### src/rtl/gpo_timed_scheduler.sv
// gpo_timed_scheduler
//   Timestamped instruction sequencer in front of a GPO core. Entries of
//   {timestamp, 128-bit word} are queued in a FIFO. A free-running timeline
//   counter advances while in RUN. The head entry is issued to the core once
//   its timestamp has been reached and the core is not busy. Late issue and
//   FIFO overflow are reported through sticky flags.
//
// Ports
//   CLK100MHZ       system clock
//   reset           synchronous, active-high
//   start / stop    IDLE->RUN / RUN->IDLE pulses (stop wins when both are high)
//   counter_clear   zero the timeline counter
//   flush           empty the FIFO, suppress issue this cycle
//   wr_en, wr_timestamp, wr_data   push a new entry
//   busy            GPO core busy; holds the head entry
//   error_clear     clear sticky errors
//   counter_matched one-cycle issue strobe, gpo_in valid alongside it
//   gpo_in          word presented to the core (holds between issues)
//   timeline        current counter value
//   running         high in RUN
//   fifo_full, fifo_empty, fifo_count   FIFO status (count includes the head)
//   late_error, late_timestamp          sticky late-issue flag, first late ts
//   overflow_error  sticky: write attempted while full
module gpo_timed_scheduler #(
  parameter int FIFO_DEPTH = 16,
  parameter int CNT_WIDTH  = 64
) (
  input  logic                           CLK100MHZ,
  input  logic                           reset,
  input  logic                           start,
  input  logic                           stop,
  input  logic                           counter_clear,
  input  logic                           flush,
  input  logic                           wr_en,
  input  logic [CNT_WIDTH-1:0]           wr_timestamp,
  input  logic [127:0]                   wr_data,
  input  logic                           busy,
  input  logic                           error_clear,
  output logic                           counter_matched,
  output logic [127:0]                   gpo_in,
  output logic [CNT_WIDTH-1:0]           timeline,
  output logic                           running,
  output logic                           fifo_full,
  output logic                           fifo_empty,
  output logic [$clog2(FIFO_DEPTH):0]    fifo_count,
  output logic                           late_error,
  output logic [CNT_WIDTH-1:0]           late_timestamp,
  output logic                           overflow_error
);

  localparam int AW = $clog2(FIFO_DEPTH);
  localparam int CW = AW + 1;

  typedef enum logic {IDLE, RUN} state_t;

  state_t                 state_reg;
  logic [CNT_WIDTH-1:0]   counter_reg;
  logic                   matched_reg;
  logic [127:0]           gpo_reg;
  logic                   late_error_reg;
  logic [CNT_WIDTH-1:0]   late_ts_reg;
  logic                   overflow_reg;

  // Storage array plus a registered head entry. fifo_count covers both, so an
  // entry loaded into the head register still counts as occupying the FIFO.
  logic [CNT_WIDTH-1:0]   ts_mem   [FIFO_DEPTH];
  logic [127:0]           data_mem [FIFO_DEPTH];
  logic [AW-1:0]          wr_ptr_reg;
  logic [AW-1:0]          rd_ptr_reg;
  logic [CW-1:0]          count_reg;
  logic                   head_valid_reg;
  logic [CNT_WIDTH-1:0]   head_ts_reg;
  logic [127:0]           head_data_reg;

  logic full;
  logic empty;
  logic push;
  logic issue;
  logic head_load;
  logic late_set;
  logic overflow_set;

  assign full  = (count_reg == CW'(FIFO_DEPTH));
  assign empty = (count_reg == '0);

  // Writes coincident with a pop are still judged against the pre-pop count.
  assign push         = wr_en & ~full & ~flush;
  assign overflow_set = wr_en & full & ~flush;

  // head_valid_reg implies the FIFO is not empty. After a pop the head register
  // is refilled one cycle later, which enforces the one-cycle issue gap.
  assign issue = (state_reg == RUN) & head_valid_reg & ~busy & ~flush &
                 (head_ts_reg <= counter_reg);
  assign late_set = issue & (head_ts_reg < counter_reg);

  // With the head register empty, every counted entry sits in the array.
  assign head_load = ~head_valid_reg & ~empty & ~flush;

  always_ff @(posedge CLK100MHZ) begin
    if (push) begin
      ts_mem[wr_ptr_reg]   <= wr_timestamp;
      data_mem[wr_ptr_reg] <= wr_data;
    end
  end

  always_ff @(posedge CLK100MHZ) begin
    if (reset || flush) begin
      wr_ptr_reg     <= '0;
      rd_ptr_reg     <= '0;
      count_reg      <= '0;
      head_valid_reg <= 1'b0;
      head_ts_reg    <= '0;
      head_data_reg  <= '0;
    end else begin
      if (push) wr_ptr_reg <= wr_ptr_reg + 1'b1;
      if (head_load) begin
        head_valid_reg <= 1'b1;
        head_ts_reg    <= ts_mem[rd_ptr_reg];
        head_data_reg  <= data_mem[rd_ptr_reg];
        rd_ptr_reg     <= rd_ptr_reg + 1'b1;
      end
      if (issue) head_valid_reg <= 1'b0;
      count_reg <= count_reg + CW'(push) - CW'(issue);
    end
  end

  // Run/idle FSM, timeline counter and the issue strobe to the core.
  always_ff @(posedge CLK100MHZ) begin
    if (reset) begin
      state_reg   <= IDLE;
      counter_reg <= '0;
      matched_reg <= 1'b0;
      gpo_reg     <= '0;
    end else begin
      case (state_reg)
        IDLE: if (start && !stop) state_reg <= RUN;
        RUN:  if (stop) state_reg <= IDLE;
        default: state_reg <= IDLE;
      endcase
      if (counter_clear)
        counter_reg <= '0;
      else if (state_reg == RUN)
        counter_reg <= counter_reg + 1'b1;
      matched_reg <= issue;
      if (issue) gpo_reg <= head_data_reg;
    end
  end

  // Sticky errors; a new error in the same cycle as error_clear wins.
  always_ff @(posedge CLK100MHZ) begin
    if (reset) begin
      late_error_reg <= 1'b0;
      late_ts_reg    <= '0;
      overflow_reg   <= 1'b0;
    end else begin
      if (late_set) begin
        late_error_reg <= 1'b1;
        if (!late_error_reg || error_clear) late_ts_reg <= head_ts_reg;
      end else if (error_clear) begin
        late_error_reg <= 1'b0;
        late_ts_reg    <= '0;
      end
      if (overflow_set)
        overflow_reg <= 1'b1;
      else if (error_clear)
        overflow_reg <= 1'b0;
    end
  end

  assign counter_matched = matched_reg;
  assign gpo_in          = gpo_reg;
  assign timeline        = counter_reg;
  assign running         = (state_reg == RUN);
  assign fifo_full       = full;
  assign fifo_empty      = empty;
  assign fifo_count      = count_reg;
  assign late_error      = late_error_reg;
  assign late_timestamp  = late_ts_reg;
  assign overflow_error  = overflow_reg;

endmodule

### config.mk
export PLATFORM = sky130hd
export DESIGN_NAME = gpo_timed_scheduler
export DESIGN_NICKNAME = d
export VERILOG_FILES = /design/src/rtl/gpo_timed_scheduler.sv
export SDC_FILE = /design/constraint.sdc
export NUM_CORES = 2
export LEC_CHECK = 0
export ABC_AREA = 1
export BUFFER_PORTS_ARGS = -buffer_cell sky130_fd_sc_hd__buf_4
export CAP_MARGIN = 40
export CELL_PAD_IN_SITES_DETAIL_PLACEMENT = 0
export CELL_PAD_IN_SITES_GLOBAL_PLACEMENT = 2
export CORE_UTILIZATION = 30
export CTS_CLUSTER_DIAMETER = 50
export DETAILED_ROUTE_END_ITERATION = 12
export PLACE_DENSITY = 0.7
export SYNTH_ARGS = -nofsm -noshare
export SYNTH_HDL_FRONTEND = slang
export SYNTH_SLANG_ARGS = --single-unit
### constraint.sdc
create_clock -name CLK100MHZ -period 24.1 [get_ports CLK100MHZ]
set_input_delay 6.025 -clock CLK100MHZ [delete_from_list [all_inputs] [get_ports CLK100MHZ]]
set_output_delay 6.025 -clock CLK100MHZ [all_outputs]
set_load 0.01 [all_outputs]
==> summary.log <==
INFO  routing        initialDrtViolationCount=7887
INFO  placed_design  dp_hpwl=264000um
INFO  clock_tree     number_of_cts_inserted_buffers=429
INFO  critical_path  critPathRequiredTime=24.64ns
INFO  global_routing globalRouteMet2Util=32.3%
INFO  routing        vias=89900
INFO  critical_path  critical_path_class=primary input to flip-flop
INFO  power_and_ir_drop total_leakage_power=54.1nW
INFO  critical_path  timing.critical_path.from_type=primary input
INFO  yosys          syn_avg_cell_area=12.6um^2
INFO  sta            finalSetupViolCount=0
INFO  yosys          synth.area.top_cells=sky130_fd_sc_hd__edfxtp_1, sky130_fd_sc_hd__dfxtp_1, sky130_fd_sc_hd__o21ai_0
INFO  yosys          ys_top_cells_by_count=sky130_fd_sc_hd__edfxtp_1, sky130_fd_sc_hd__nor2_1, sky130_fd_sc_hd__o21ai_0, sky130_fd_sc_hd__nand2_1, sky130_fd_sc_hd__clkbuf_1
INFO  clock_tree     cts_hold_buf=0
INFO  global_routing grt_pass1_wl=652000um
INFO  clock_tree     clock-sinks=3538
INFO  placed_design  dp_cells=17000
INFO  routing        number_of_drc_violations_after_detailed_routing=0
INFO  final_layout   layout-drive-gt1-share=12.0%
INFO  clock_tree     clock_tree.buffer_depth=4
INFO  sta            max_freq=105MHz
INFO  yosys          yosysSeqAreaShare=73.7%
INFO  clock_tree     clkSlewWorstSetupHoldPaths=0.05ns
INFO  power_and_ir_drop share_comb_of_total_power=3.1%
INFO  clock_tree     clk_latency=1.00ns
INFO  sta            period_minus_slack=9.53ns
INFO  global_routing met1_usage=25.8%
INFO  sta            timing.final.max_slew_violations=0
INFO  global_routing grtUsageTotal=19.1%
INFO  critical_path  crit_path_launch=flush
INFO  sta            final.setup.tns=0ns
INFO  sta            setup_repair_after_global_routing_missed_its_margin=false
INFO  final_layout   area.sequential=0.102mm^2
INFO  global_routing grt_antenna_before_repair=64
INFO  clock_tree     cts_setup_buffers=0
INFO  floorplan      num_io_pins=468
INFO  yosys          synth_cell_types=45
INFO  job            cap_viol_max_count=0
INFO  yosys          yosysTopAreaCellShare=67.0%
INFO  yosys          post_synthesis_cell_area=0.138mm^2
INFO  final_layout   final_cell_count_no_fill=17800
INFO  min_path       hold_path_startpoint=head_data_reg[80]$_SDFFE_PP0P_
INFO  yosys          post_synthesis_cell_count=11000
INFO  routing        drt-total-wl=456000um
INFO  yosys          synth_enable_flop_cells=3072
INFO  sta            post-route-worst-setup-slack=14.57ns
INFO  power_and_ir_drop design_power_total=13.7mW
INFO  power_and_ir_drop power.internal=10.7mW
INFO  global_routing maximum_number_of_pins_on_one_net_before_global_route_repair=194
INFO  floorplan      fp.dieArea=0.462mm^2
INFO  run_status     run_status=complete, no violations
INFO  sta            timing.final.crit_share=39.6%
INFO  final_layout   area_growth_syn_to_layout=18.3%
INFO  routing        route.detailed.vias_per_inst=5.05
INFO  floorplan      start_util=30.2%
INFO  floorplan      row_count=248
INFO  clock_tree     ctsResizeCount=0
INFO  power_and_ir_drop power.clock.fraction=47.9%
INFO  yosys          synth.most_common_cell=sky130_fd_sc_hd__edfxtp_1
INFO  floorplan      core_region_area=0.457mm^2
INFO  routing        drt_pre_antenna_iters=6
INFO  sta            relSlewSlack=20.3%
INFO  yosys          share_of_flip_flops_with_an_asynchronous_set_or_reset_after_synthesis=0%
INFO  placed_design  place_ws=13.53ns
INFO  routing        detail_route.wl_per_cell=25.6um
INFO  yosys          ys.flop_type=sky130_fd_sc_hd__edfxtp_1
INFO  sta            timing.final.hold_violations=0
INFO  clock_tree     h-tree-depth=5
INFO  clock_tree     tritoncts_clock_tree=built
INFO  power_and_ir_drop net_switching_power_of_the_design=3.01mW
INFO  sta            clock-skew-final=0.0926ns
INFO  routing        post_detailed_route_count_of_antenna_violating_nets=0
INFO  final_layout   fill_cells=44700
INFO  clock_tree     cell_at_the_root_of_the_clock_tree=sky130_fd_sc_hd__clkbuf_16
INFO  sta            worst_pin_slew=1.20ns
INFO  critical_path  maximum_fanout_count_along_the_critical_path=38
INFO  power_and_ir_drop ir_drop=0.0613mV
INFO  power_and_ir_drop power.sequential.fraction=49.0%
INFO  final_layout   largest_registers_ranked_by_flip_flop_count=data_mem (2048), ts_mem (1024)
INFO  final_layout   finalNetCount=11600
INFO  global_routing first_global_vias=87100
INFO  yosys          synth_fp_nets=11200
INFO  final_layout   registers.top_by_ff_count=data_mem
INFO  final_layout   multi_input_area=0.0315mm^2
INFO  critical_path  regToRegStartpoint=rd_ptr_reg[0]$_SDFFE_PP0P_
INFO  floorplan      die_width=680um
INFO  yosys          yosys_register_bits=3538
INFO  power_and_ir_drop cellPowerDensity=83.8mW/mm^2
INFO  global_routing met3_layer_usage_reported_by_global_route=2.56%
INFO  yosys          area_leader_netlist=sky130_fd_sc_hd__edfxtp_1
INFO  critical_path  critPathCaptureType=flip-flop
INFO  yosys          ys.warnings.count=0
INFO  final_layout   largest_reg_flops=2048
INFO  placed_design  portBuffers=467
INFO  power_and_ir_drop power.switching_fraction=22.0%
INFO  placed_design  gp_congestion=0.764
INFO  floorplan      dieHeight=680um
INFO  critical_path  worst-endpoint-arrival=10.07ns
INFO  min_path       hold_path.class=flip-flop to flip-flop
INFO  global_routing globalRoute.busiestLayer=met2
INFO  global_routing sum_of_overflow_across_all_layers_after_global_routing=0
cell type report:
cell class | count | share of cell area [%]
timing repair buffer | 681 | 3.78
tap | 6125 | 4.70
clock inverter | 247 | 1.77
clock buffer | 560 | 7.12
antenna | 17 | 0.0261
sequential | 3538 | 62.3
multi-input combinational | 6221 | 19.3
inverter | 417 | 0.992
power groups by stage:
stage / sequential [mW] / combinational, mW / clock (mW)
detailed placement: 6.82 / 0.431 / 0
CTS: 6.69 / 0.431 / 6.67
finish: 6.69 / 0.422 / 6.55
floorplan: 6.83 / 0.197 / 0
global route: 6.69 / 0.464 / 6.91
global placement: 6.82 / 0.422 / 0
final timing paths:
kind	cells after the start	slack, ns	end
max	9	14.57	data_mem[2][114]$_DFFE_PP_
max reg2reg	12	18.97	head_ts_reg[2]$_SDFFE_PP0P_
min reg2reg	2	0.48	head_data_reg[80]$_SDFFE_PP0P_
min	2	0.48	head_data_reg[80]$_SDFFE_PP0P_
metrics by stage:
step           hold WS (ns)  utilization (%)  instance area, um^2
2_1_floorplan         0.437                -               138000
3_3_place_gp          0.468             32.2               147000
3_5_place_dp          0.472             32.5               148000
4_1_cts               0.482             35.7               163000
5_1_grt               0.498             35.7               163000
6_report              0.480             35.7               163000
cell usage in the layout, fill, tap and decap left out, drive strengths merged, types with 352 or more instances in the layout:
cell and instances:
edfxtp 3072, nor2 2019, o21ai 1806, buf 680, nand2 593, clkbuf 560
inv 470, dfxtp 466, o22ai 463, o221ai 352
logic make-up after synthesis:
kind of cell / count (synthesis) / synth area share, %
adders and majority gates: 76 / 0.696
AOI/OAI and AO/OA: 3146 / 13.4
xor gates and xnor gates: 15 / 0.0954
DFF: 3538 / 73.7
buffers and inverters: 1194 / 3.55
and+or+nand+nor: 2984 / 8.56
critical path: stages:
cell,delay (ns)
sky130_fd_sc_hd__buf_4,0.16
sky130_fd_sc_hd__nor2_1,0.16
sky130_fd_sc_hd__nand2_1,0.23
sky130_fd_sc_hd__inv_1,0.22
sky130_fd_sc_hd__nand2_1,0.26
sky130_fd_sc_hd__nor2_4,0.72
sky130_fd_sc_hd__buf_4,0.68
sky130_fd_sc_hd__buf_4,0.74
sky130_fd_sc_hd__buf_4,0.78
layer usage:
| layer | routed length, um | vias up | share of wire, % |
|---|---|---|---|
| met1 | 199000 | 45700 | 44 |
| met2 | 222000 | 2366 | 49 |
| met4 | 11600 | 36 | 2.5 |
| li1 | - | 41200 | - |
| met3 | 23300 | 637 | 5.1 |
| met5 | 236 | - | 0.052 |
Note: power is estimated with default switching activity, not from simulation.
